==> config.mk <==
export PLATFORM = sky130hd
export DESIGN_NAME = mem_req_arb
export DESIGN_NICKNAME = d
export VERILOG_FILES = /design/src/rtl/mem_req_arb.sv
export SDC_FILE = /design/constraint.sdc
export NUM_CORES = 1
export LEC_CHECK = 0
export ABC_AREA = 1
export BUFFER_PORTS_ARGS = -buffer_cell sky130_fd_sc_hd__buf_2
export CORE_AREA = 2 2 80 82
export CTS_CLUSTER_DIAMETER = 100
export DETAILED_ROUTE_END_ITERATION = 6
export DIE_AREA = 0 0 82 84
export GPL_TIMING_DRIVEN = 0
export PLACE_DENSITY_LB_ADDON = 0.08
export SYNTH_ARGS = -nofsm -noshare
export SYNTH_HDL_FRONTEND = slang
export SYNTH_SLANG_ARGS = --single-unit
==> constraint.sdc <==
create_clock -name clk -period 1.45 [get_ports clk]
set_clock_uncertainty 0.15 [all_clocks]
set_input_delay 0.29 -clock clk [delete_from_list [all_inputs] [get_ports clk]]
set_output_delay 0.29 -clock clk [all_outputs]
set_load 0.01 [all_outputs]
==> src/rtl/mem_req_arb.sv <==
`default_nettype none
// ============================================================================
// Module      : mem_req_arb
// Description : Packet-level round-robin arbiter. It merges N valid/ready
//               request streams into one downstream stream. The winner keeps
//               the grant until its beat flagged 'last' is accepted, so
//               multi-beat packets are never interleaved. Each output beat is
//               tagged with the index of the requester that sent it.
//
// Parameters  : WIDTH - payload bits per beat
//               N     - number of requesters (2..8)
//               IBITS - requester index width, equal to clog2(N)
//
// Ports       : clk, rst        - clock, synchronous active-high reset
//               req_data[N*W]   - payloads; requester i at [i*WIDTH +: WIDTH]
//               req_last[N]     - last-beat flag per requester
//               req_valid[N]    - valid per requester
//               req_ready[N]    - ready per requester (at most one bit set)
//               out_data/out_last/out_id/out_valid - downstream beat
//               out_ready       - downstream ready
//               busy            - high while a packet is locked
//
// Build option: MEM_REQ_ARB_OUTPUT_REG_EN - when defined, a two-entry skid
//               buffer registers the output path (1-cycle latency, full
//               throughput, req_ready independent of out_ready). When
//               undefined the mux path is purely combinational.
//
// Revision    : 1.0 - initial release
// ============================================================================
module mem_req_arb #(
    parameter int WIDTH = 64,
    parameter int N     = 2,
    parameter int IBITS = 1
) (
    input  logic               clk,
    input  logic               rst,
    input  logic [N*WIDTH-1:0] req_data,
    input  logic [N-1:0]       req_last,
    input  logic [N-1:0]       req_valid,
    output logic [N-1:0]       req_ready,
    output logic [WIDTH-1:0]   out_data,
    output logic               out_last,
    output logic [IBITS-1:0]   out_id,
    output logic               out_valid,
    input  logic               out_ready,
    output logic               busy
);

    typedef enum logic [0:0] {
        ST_IDLE = 1'b0,
        ST_LOCK = 1'b1
    } state_t;

    state_t           r_state;
    state_t           w_state_nxt;
    logic [IBITS-1:0] r_gnt;
    logic [IBITS-1:0] w_gnt_nxt;
    logic [IBITS-1:0] r_last_gnt;
    logic [IBITS-1:0] w_last_gnt_nxt;

    logic [IBITS-1:0] w_pick;
    logic [IBITS-1:0] w_sel;
    logic [WIDTH-1:0] w_mux_data;
    logic             w_mux_last;
    logic             w_mux_valid;
    logic             w_in_ready;   // arbiter side may hand over a beat
    logic             w_acc;        // beat accepted by the arbiter this cycle

    // ------------------------------------------------------------------------
    // Round-robin pick: first valid requester searching upward from
    // last_gnt+1 (mod N). The loop runs from the farthest offset to the
    // nearest so the nearest valid requester overwrites the others. With
    // nothing valid the pick rests on last_gnt+1, which is 0 after reset.
    // ------------------------------------------------------------------------
    always_comb begin
        w_pick = IBITS'((int'(r_last_gnt) + 1) % N);
        for (int k = N; k >= 1; k--) begin
            if (req_valid[(int'(r_last_gnt) + k) % N]) begin
                w_pick = IBITS'((int'(r_last_gnt) + k) % N);
            end
        end
    end

    assign w_sel = (r_state == ST_LOCK) ? r_gnt : w_pick;

    // Input mux following the selected requester.
    always_comb begin
        w_mux_data  = '0;
        w_mux_last  = 1'b0;
        w_mux_valid = 1'b0;
        for (int i = 0; i < N; i++) begin
            if (w_sel == IBITS'(i)) begin
                w_mux_data  = req_data[i*WIDTH +: WIDTH];
                w_mux_last  = req_last[i];
                w_mux_valid = req_valid[i];
            end
        end
    end

    // Only the selected requester ever sees ready.
    always_comb begin
        req_ready = '0;
        for (int i = 0; i < N; i++) begin
            req_ready[i] = (w_sel == IBITS'(i)) && w_in_ready;
        end
    end

    assign w_acc = w_mux_valid && w_in_ready;
    assign busy  = (r_state == ST_LOCK);

    // ------------------------------------------------------------------------
    // Packet lock FSM
    // ------------------------------------------------------------------------
    always_ff @(posedge clk) begin
        if (rst) begin
            r_state    <= ST_IDLE;
            r_gnt      <= '0;
            r_last_gnt <= IBITS'(N - 1);
        end else begin
            r_state    <= w_state_nxt;
            r_gnt      <= w_gnt_nxt;
            r_last_gnt <= w_last_gnt_nxt;
        end
    end

    always_comb begin
        w_state_nxt    = r_state;
        w_gnt_nxt      = r_gnt;
        w_last_gnt_nxt = r_last_gnt;
        case (r_state)
            ST_IDLE: begin
                if (w_acc) begin
                    if (w_mux_last) begin
                        // Single-beat packet: never locks, but rotates priority.
                        w_last_gnt_nxt = w_sel;
                    end else begin
                        w_state_nxt = ST_LOCK;
                        w_gnt_nxt   = w_sel;
                    end
                end
            end
            ST_LOCK: begin
                if (w_acc && w_mux_last) begin
                    w_state_nxt    = ST_IDLE;
                    w_last_gnt_nxt = r_gnt;
                end
            end
            default: begin
                w_state_nxt = ST_IDLE;
            end
        endcase
    end

`ifdef MEM_REQ_ARB_OUTPUT_REG_EN
    // ------------------------------------------------------------------------
    // Two-entry skid buffer: a head register drives the outputs directly and
    // a skid register catches the beat accepted while the head is stalled.
    // Ready toward the arbiter is simply "not full", so it never depends on
    // out_ready combinationally.
    // ------------------------------------------------------------------------
    logic [WIDTH-1:0] r_hd_data;
    logic             r_hd_last;
    logic [IBITS-1:0] r_hd_id;
    logic             r_hd_vld;
    logic [WIDTH-1:0] r_sk_data;
    logic             r_sk_last;
    logic [IBITS-1:0] r_sk_id;
    logic             r_sk_vld;
    logic             w_pop;

    assign w_in_ready = !(r_hd_vld && r_sk_vld);
    assign w_pop      = r_hd_vld && out_ready;

    always_ff @(posedge clk) begin
        if (rst) begin
            r_hd_data <= '0;
            r_hd_last <= 1'b0;
            r_hd_id   <= '0;
            r_hd_vld  <= 1'b0;
            r_sk_data <= '0;
            r_sk_last <= 1'b0;
            r_sk_id   <= '0;
            r_sk_vld  <= 1'b0;
        end else if (w_pop || !r_hd_vld) begin
            // Head slot frees up: refill from skid first to keep order.
            if (r_sk_vld) begin
                r_hd_data <= r_sk_data;
                r_hd_last <= r_sk_last;
                r_hd_id   <= r_sk_id;
                r_hd_vld  <= 1'b1;
                if (w_acc) begin
                    r_sk_data <= w_mux_data;
                    r_sk_last <= w_mux_last;
                    r_sk_id   <= w_sel;
                end
                r_sk_vld <= w_acc;
            end else if (w_acc) begin
                r_hd_data <= w_mux_data;
                r_hd_last <= w_mux_last;
                r_hd_id   <= w_sel;
                r_hd_vld  <= 1'b1;
            end else begin
                r_hd_vld <= 1'b0;
            end
        end else if (w_acc) begin
            // Head stalled; the skid is necessarily empty here (ready = !full).
            r_sk_data <= w_mux_data;
            r_sk_last <= w_mux_last;
            r_sk_id   <= w_sel;
            r_sk_vld  <= 1'b1;
        end
    end

    assign out_data  = r_hd_data;
    assign out_last  = r_hd_last;
    assign out_id    = r_hd_id;
    assign out_valid = r_hd_vld;
`else
    assign w_in_ready = out_ready;
    assign out_data   = w_mux_data;
    assign out_last   = w_mux_last;
    assign out_id     = w_sel;
    assign out_valid  = w_mux_valid;
`endif

endmodule
`default_nettype wire

---- Word level (Yosys, flattened, before mapping) ----
Index checks and enable logic that the tools add are counted.
word-level totals
  logic and storage cells ................. 41
  input port bits ......................... 135
  output and inout bits ................... 70
  flip-flop bits (word level) ............. 3
operators by class
  reductions and logical operators ........ 6
  equality and inequality tests ........... 3
  magnitude comparators ................... 2
  mux-type cells .......................... 20
  bitwise logic cells ..................... 5
  add/subtract/negate cells ............... 2
operators by type and width
  kind                 number
  $mux 64              1
  $mux 1               17
  $lt 2x3->1 const B   2
  $reduce_and 3->1     2
  $logic_and 1x1->1    4
  $ne 2x2->1 const B   2
  $pmux 1 s2           2
  $not 1->1            3
  $add 1x1->1 const B  2
  $and 1x1->1 const A  2
  $ne 2x1->1 const B   1

---- Logic depth before layout (Yosys ltp) ----
Gate-level depths: netlist of the first run.
  depth after elaboration ................. 13
  mapped depth ............................ 11

---- Least setup slack after synthesis of the first run ----
Ideal clock, no wire load.
  path type ............................... reg2out
  start point ............................. register (tool-made name)
  end point ............................... output out_data[10]
  setup slack ............................. -195 ps
  required time ........................... 1,010 ps
  cell stages (with the launch flop) ...... 9
  arrival ................................. 1,205 ps
  cell sequence ........................... dfxtp_1 > inv_1 > or2_4 > nand2_4 > inv_2 > buf_6 > buf_6 > nand2_1 > nand2_1
RTL lines
  what           line  text
  end, declared  41    output logic [WIDTH-1:0] out_data,

==> summary.log, run 1 <==
qor: status.run_status finished, violations left
qor: status.failed_checks setup timing
qor: die.top_level_ports 205
qor: worst_hold_path.worst_hold_path.num_cells 3
qor: timing.finalCritPeriodShare 1.37
qor: die.placement_rows 29
qor: synth.synth.yosys.warnings 0
qor: grt.vias_in_the_first_global_route 1960
qor: place.detailedPlacementHpwl 4560 um
qor: synth.ys_seq_elements 3
qor: worst_setup_path.required_time_worst_endpoint 1.01 ns
qor: die.start_util 0.174
qor: clock_tree.clock_sinks 3
qor: routing.detail_route.vias_per_cell 4.11
qor: worst_setup_path.rr_worst_depth 12
qor: place.post_detailed_placement_cell_area 2300 um^2
qor: layout.antennaDiodeCount 0
qor: synth.post_synth_instance_area 1060 um^2
qor: synth.ys_top_cells_by_area sky130_fd_sc_hd__nand2_1, sky130_fd_sc_hd__buf_6, sky130_fd_sc_hd__dfxtp_1
qor: timing.timing.final.max_slew_violations 0
qor: synth.most_common_cell_in_the_netlist sky130_fd_sc_hd__nand2_1
qor: worst_setup_path.timing.critical_path.to_type output port
qor: grt.grtUsageTotal 0.148
qor: synth.synth_top_area_share 0.711
qor: worst_hold_path.min_path_type input pin to register
qor: clock_tree.clock_tree.buffer_depth 2
qor: grt.antenna_found_initial 0
qor: place.routabilityCongestion 0.709
qor: timing.max_slew.worst_pin.slew 0.130 ns
qor: die.die-area 6890 um^2
qor: timing.rsz0062_at_grt true
qor: layout.drive_gt1_frac 0.742
qor: worst_hold_path.min_to r_last_gnt
qor: synth.number_of_synthesized_flops_with_an_enable_pin 0
qor: routing.vias 2244
qor: die.core 6100 um^2
qor: synth.syn-instance-count 244
qor: layout.fin_nets 605
qor: worst_setup_path.timing.reg2reg.setup_slack -0.10 ns
qor: layout.stdcell_area 3230 um^2
qor: layout.syn2layout_area_growth 204%
qor: synth.async_flop_share 0
qor: worst_setup_path.start_kind register
qor: synth.synth_largest_area_cell sky130_fd_sc_hd__nand2_1
qor: grt.grt_start_max_net_pins 11
qor: worst_setup_path.worst-path-max-fanout 8
qor: synth.synth.lib_cells_used.distinct 16
qor: die.die_height 84 um
qor: place.port-buffer-count 204
qor: routing.drt-wirelength-per-cell 11.5 um
qor: timing.setup_viol 72
qor: timing.fmaxAchievable 504 MHz
qor: timing.fin_hold_ws 0.146 ns
qor: die.fp.dieW 82 um
qor: timing.finalCriticalPeriod 1.98 ns
qor: routing.route.antenna.remaining_nets 0
qor: synth.synth.yosys.seq_area_share 0.0566
qor: worst_setup_path.r2r-end r_gnt
qor: routing.drc 0
qor: pwr.cellPowerDensity 920 nW/um^2
qor: grt.globalRoute.totalOverflow 0
qor: grt.grt_pass1_wl 8270 um
qor: timing.setup_slack -0.533 ns
qor: routing.drtPass1Iterations 4
qor: clock_tree.tritoncts yes
qor: clock_tree.cts.htree.levels 1
qor: run.max_cap_check_violation_count 0
qor: synth.synth.avg_cell_area 4.35 um^2
qor: timing.timing.final.hold_violations 0
qor: clock_tree.clkTransAtPathRegs 0.03 ns
qor: routing.drt-total-wl 6300 um
qor: worst_setup_path.arrival 1.54 ns
qor: layout.utilization 0.529
qor: clock_tree.worstSkewPairLatency 0.21 ns
qor: timing.relSlewSlack 0.913
qor: pwr.power_leakage 2.01 nW
qor: synth.ys.flop_type sky130_fd_sc_hd__dfxtp_1
qor: pwr.worst_ir_drop_vdd 604 uV
qor: synth.synth.cells.most_frequent sky130_fd_sc_hd__nand2_1, sky130_fd_sc_hd__nor2_1, sky130_fd_sc_hd__buf_6, sky130_fd_sc_hd__inv_1
qor: clock_tree.cts.root.buffer_cell sky130_fd_sc_hd__clkbuf_8
qor: place.dp_worst_setup_slack -0.387 ns
qor: routing.detail_route.iter0.violations 24
qor: worst_hold_path.hold_start rst
qor: synth.mappedNetlistNets 379
qor: clock_tree.number_of_clock_buffers_inserted_by_tritoncts 3
qor: worst_setup_path.critical_path_class register to output port
per-layer routing:
metal | wire, um | track usage | up-vias
met3 | 548 | 0.0303 | 18
li1 | - | - | 1171
met2 | 3500 | 0.307 | 112
met5 | 0 | 0 | -
met1 | 2100 | 0.136 | 943
met4 | 151 | 0.0409 | 0
how the worst max path moves through the flow:
stage | startpoint | endpoint | slack, ns | cells after the start
floorplan | register | out_data[10] | -0.12 | 8
global placement | req_valid[1] | out_data[21] | -0.40 | 9
detailed placement | req_valid[1] | out_data[21] | -0.39 | 9
CTS | register | out_data[16] | -0.51 | 10
global route | register | out_data[6] | -0.59 | 10
finish | register | out_data[6] | -0.53 | 10
cell families after synthesis:
logic type,synth area share
simple gates,0.794
buf+inv,0.136
flops,0.0566
compound gates,0.0141
cells in the final DEF (no fill, tap or decap), drive strengths merged:
cell type | Yosys | layout
buf | 14 | 230
nand2 | 203 | 203
clkbuf | 0 | 9
nor2 | 8 | 8
inv | 7 | 7
nand3 | 4 | 4
dfxtp | 3 | 3
a21oi | 2 | 2
or2 | 1 | 1
and2 | 1 | 1
o21ai | 1 | 1
critical path, stage by stage (launching register included):
cell and delay (ns):
sky130_fd_sc_hd__dfxtp_2 0.32, sky130_fd_sc_hd__buf_6 0.11, sky130_fd_sc_hd__a21oi_2 0.11, sky130_fd_sc_hd__nand2_2 0.08, sky130_fd_sc_hd__nand2_4 0.11, sky130_fd_sc_hd__inv_6 0.05
sky130_fd_sc_hd__buf_12 0.15, sky130_fd_sc_hd__clkbuf_16 0.17, sky130_fd_sc_hd__nand2_4 0.06, sky130_fd_sc_hd__nand2_2 0.05, sky130_fd_sc_hd__buf_6 0.12
area by class of cell:
class,instances,area (um^2)
Buffer,14,213
Sequential cell,3,61.3
Fill cell,609,2870
Multi-Input combinational cell,220,1250
Inverter,7,31.3
Clock buffer,4,45.0
Timing Repair Buffer,221,1530
Tap cell,77,96.3
per-stage QoR:
| step | instances | total power (W) | setup TNS (ns) |
|---|---|---|---|
| 4_1_cts | 539 | 0.00223 | -33.51 |
| 5_1_grt | 546 | 0.00321 | -37.81 |
| 3_3_place_gp | 525 | 0.00177 | -21.81 |
| 2_1_floorplan | 244 | 0.00110 | -5.82 |
| 3_5_place_dp | 525 | 0.00178 | -21.71 |
| 6_report | 546 | 0.00297 | -33.20 |
report_power, final:
group          total, W  switching [W]  internal (W)
clock network  0.000237      0.0000503      0.000187
registers      0.000101     0.00000697     0.0000944
logic           0.00263        0.00123       0.00140
what timing repair did:
item | 4_1_cts | 5_1_grt
hold buffers | 0 | 0
cloned | 2 | 5
setup endpoints to repair | 70 | 72
pin swaps | 6 | 9
buffers inserted | 8 | 2
gates resized for setup | 28 | 134
Power figures use the tool's default switching activity.
==> run 2: changes to the inputs <==
ABC_AREA = not set   (was 1)
CORE_AREA = 2 2 79 81   (was 2 2 80 82)
DIE_AREA = 0 0 81 83   (was 0 0 82 84)
clock period = 1.8 ns   (was 1.45 ns; I/O delays follow)
==> summary.log, run 2 <==
qor: run.max_cap_check_violation_count 0 [unchanged]
qor: synth.ys_seq_elements 3 [unchanged]
qor: layout.syn2layout_area_growth 115% [was 204%]
qor: timing.timing.final.hold_violations 0 [unchanged]
qor: grt.grt_pass1_wl 7560 um [was 8270 um]
qor: synth.synth.yosys.warnings 0 [unchanged]
qor: timing.max_slew.worst_pin.slew 0.409 ns [was 0.130 ns]
qor: synth.syn-instance-count 106 [was 244]
qor: synth.number_of_synthesized_flops_with_an_enable_pin 0 [unchanged]
qor: grt.vias_in_the_first_global_route 1588 [was 1960]
qor: die.fp.dieW 81 um [was 82 um]
qor: timing.setup_viol 69 [was 72]
qor: pwr.power_leakage 1.54 nW [was 2.01 nW]
qor: die.top_level_ports 205 [unchanged]
qor: synth.most_common_cell_in_the_netlist sky130_fd_sc_hd__mux2_4 [was sky130_fd_sc_hd__nand2_1]
qor: layout.final_common_cell sky130_fd_sc_hd__buf_2 [unchanged]
qor: pwr.worst_ir_drop_vdd 411 uV [was 604 uV]
qor: worst_setup_path.arrival 1.72 ns [was 1.54 ns]
qor: die.start_util 0.213 [was 0.174]
qor: place.detailedPlacementHpwl 4530 um [was 4560 um]
qor: synth.synth_top_area_share 0.485 [was 0.711]
qor: synth.synth.avg_cell_area 11.7 um^2 [was 4.35 um^2]
qor: clock_tree.worstSkewPairLatency 0.21 ns [about the same]
qor: status.run_status finished, violations left [unchanged]
qor: grt.grt_start_max_net_pins 11 [unchanged]
qor: routing.vias 1669 [was 2244]
qor: layout.antennaDiodeCount 0 [unchanged]
qor: synth.async_flop_share 0 [unchanged]
qor: clock_tree.number_of_clock_buffers_inserted_by_tritoncts 3 [unchanged]
qor: clock_tree.clkTransAtPathRegs 0.03 ns [about the same]
qor: layout.nFillCells 576 [was 609]
qor: die.core 5820 um^2 [was 6100 um^2]
qor: synth.synth.cells.most_frequent sky130_fd_sc_hd__mux2_4, sky130_fd_sc_hd__mux2_2, sky130_fd_sc_hd__buf_8 [was sky130_fd_sc_hd__nand2_1, sky130_fd_sc_hd__nor2_1, sky130_fd_sc_hd__buf_6, sky130_fd_sc_hd__inv_1]
qor: routing.drtPass1Iterations 4 [unchanged]
qor: timing.fmaxAchievable 449 MHz
qor: timing.setup_slack -0.429 ns [was -0.533 ns]
qor: layout.utilization 0.457 [was 0.529]
qor: grt.m3_gr_usage 0.0185 [was 0.0303]
qor: routing.detail_route.vias_per_cell 4.24 [was 4.11]
qor: clock_tree.cts.htree.levels 1 [unchanged]
qor: clock_tree.clock_tree.buffer_depth 2 [unchanged]
qor: synth.synth_largest_area_cell sky130_fd_sc_hd__mux2_4 [was sky130_fd_sc_hd__nand2_1]
qor: grt.globalRoute.busiestLayer met2 [unchanged]
qor: layout.mostFrequentLayoutCells sky130_fd_sc_hd__buf_2, sky130_fd_sc_hd__mux2_4, sky130_fd_sc_hd__buf_6, sky130_fd_sc_hd__mux2_2, sky130_fd_sc_hd__buf_12 [was sky130_fd_sc_hd__buf_2, sky130_fd_sc_hd__nand2_1, sky130_fd_sc_hd__nand2_2, sky130_fd_sc_hd__buf_6, sky130_fd_sc_hd__nand2_4]
qor: synth.ys.flop_type sky130_fd_sc_hd__dfxtp_1 [unchanged]
qor: worst_hold_path.min_path_type input pin to register [unchanged]
qor: grt.grtUsageTotal 0.139 [was 0.148]
qor: place.post_detailed_placement_cell_area 2370 um^2 [was 2300 um^2]
qor: worst_setup_path.worst-path-max-fanout 10 [was 8]
qor: clock_tree.tritoncts yes [unchanged]
qor: timing.relSlewSlack 0.724 [was 0.913]
qor: die.placement_rows 28 [was 29]
qor: die.die_height 83 um [was 84 um]
qor: timing.finalCritPeriodShare 1.24
qor: synth.synth.yosys.seq_area_share 0.0485 [was 0.0566]
qor: place.port-buffer-count 204 [unchanged]
qor: routing.drc 0 [unchanged]
qor: synth.ys_top_cells_by_area sky130_fd_sc_hd__mux2_4, sky130_fd_sc_hd__mux2_2, sky130_fd_sc_hd__dfxtp_1 [was sky130_fd_sc_hd__nand2_1, sky130_fd_sc_hd__buf_6, sky130_fd_sc_hd__dfxtp_1]
qor: worst_setup_path.required_time_worst_endpoint 1.29 ns [was 1.01 ns]
qor: layout.drive_gt1_frac 0.915 [was 0.742]
qor: pwr.cellPowerDensity 660 nW/um^2 [was 920 nW/um^2]
qor: synth.mappedNetlistNets 241 [was 379]
qor: grt.globalRoute.totalOverflow 0 [unchanged]
qor: clock_tree.clock_sinks 3 [unchanged]
qor: grt.use_met2 0.290 [was 0.307]
qor: timing.timing.final.max_slew_violations 0 [unchanged]
qor: routing.drt-wirelength-per-cell 13.0 um [was 11.5 um]
qor: layout.stdcell_area 2660 um^2 [was 3230 um^2]
qor: place.dp_worst_setup_slack -0.501 ns [was -0.387 ns]
qor: die.die-area 6720 um^2 [was 6890 um^2]
qor: synth.synth.lib_cells_used.distinct 25 [was 16]
qor: routing.drt-total-wl 5120 um [was 6300 um]
qor: worst_setup_path.timing.critical_path.to_type output port [unchanged]
qor: clock_tree.cts.root.buffer_cell sky130_fd_sc_hd__clkbuf_8 [unchanged]
qor: status.failed_checks setup timing [unchanged]
qor: worst_setup_path.critical_path_class register to output port [unchanged]
qor: routing.route.antenna.remaining_nets 0 [unchanged]
qor: place.routabilityCongestion 0.745 [was 0.709]
qor: pwr.power.total 0.00176 W [was 0.00297 W]
qor: worst_setup_path.start_kind register [unchanged]
qor: timing.finalCriticalPeriod 2.23 ns
qor: grt.antenna_found_initial 0 [unchanged]
qor: timing.rsz0062_at_grt true [unchanged]
qor: synth.post_synth_instance_area 1240 um^2 [was 1060 um^2]
qor: routing.detail_route.iter0.violations 14 [was 24]
qor: layout.fin_nets 455 [was 605]
qor: grt.globalRouteMet1Util 0.138 [was 0.136]
## run 2: cell types whose count changed after synthesis, moves of 3 or more
cell,before,now
sky130_fd_sc_hd__nor2_1,8,0
sky130_fd_sc_hd__nand3_1,3,0
sky130_fd_sc_hd__mux2_2,0,25
sky130_fd_sc_hd__o21ai_0,0,3
sky130_fd_sc_hd__mux2_4,0,40
sky130_fd_sc_hd__buf_2,4,0
sky130_fd_sc_hd__nand2_1,201,1
sky130_fd_sc_hd__inv_1,5,2
sky130_fd_sc_hd__buf_8,0,4
sky130_fd_sc_hd__buf_6,6,1
## run 2: metrics by stage
step,cells,hold slack [ns],setup TNS [ns]
final,394,0.208,-26.38
after global routing,394,0.222,-32.15
after CTS,392,0.207,-29.06
after detailed placement,385,0.382,-29.03
after global placement,385,0.380,-28.87
after floorplan,106,0.279,-2.50
## run 2: final timing paths
path | startpoint | to | slack (ns) | cells past startpoint
worst max-delay path | r_last_gnt | out_data[22] | -0.43 | 7
worst min-delay path | rst | r_gnt | 0.21 | 2
worst min register to register | r_gnt | r_gnt | 0.39 | 2
worst max register to register | r_last_gnt | r_last_gnt | 0.21 | 7
## run 2: cells by family (layout without fill, tap and decap cells)
family / Yosys count / after routing / synth area share
muxes: 67 / 67 / 0.729
DFF: 3 / 3 / 0.0485
AOI/OAI and AO/OA: 18 / 18 / 0.103
buffers and inverters: 11 / 224 / 0.0819
and+or+nand+nor: 7 / 7 / 0.0374
## run 2: area by class of cell
cell class              instances  area (um^2)  share of cell area
clock buffers                   4         45.0              0.0169
multi-input cells              92         1110               0.416
inverters                       3         13.8             0.00517
plain buffers                   8          125              0.0470
well taps                      75         93.8              0.0353
flip-flops and latches          3         61.3              0.0230
repair buffers                209         1210               0.456
## run 2: per-layer routing
layer	up-vias	share of wire	wire length (um)
li1	830	-	-
met3	4	0.094	480
met4	0	0.0094	48
met1	734	0.33	1670
met5	-	0	0
met2	101	0.57	2910
## run 2: where the power goes
group          switching [W]  internal [W]
Combinational       0.000564      0.000916
Clock              0.0000423      0.000151
Sequential        0.00000675     0.0000763
## run 2: timing repair
item / in CTS / in global routing
pin swaps: 1 / 0
gates cloned: 0 / 1
hold buffers: 0 / 0
setup buffers: 3 / 1
resized for setup: 24 / 10
endpoints found under the setup margin: 69 / 69
## run 2: worst max-delay path, cell delays in order, from the launching register on
cell and delay, ns:
sky130_fd_sc_hd__dfxtp_2 0.33, sky130_fd_sc_hd__nor2b_4 0.14, sky130_fd_sc_hd__o21ai_2 0.07, sky130_fd_sc_hd__o21ai_2 0.15
sky130_fd_sc_hd__buf_6 0.20, sky130_fd_sc_hd__buf_12 0.16, sky130_fd_sc_hd__mux2_4 0.30, sky130_fd_sc_hd__buf_2 0.15
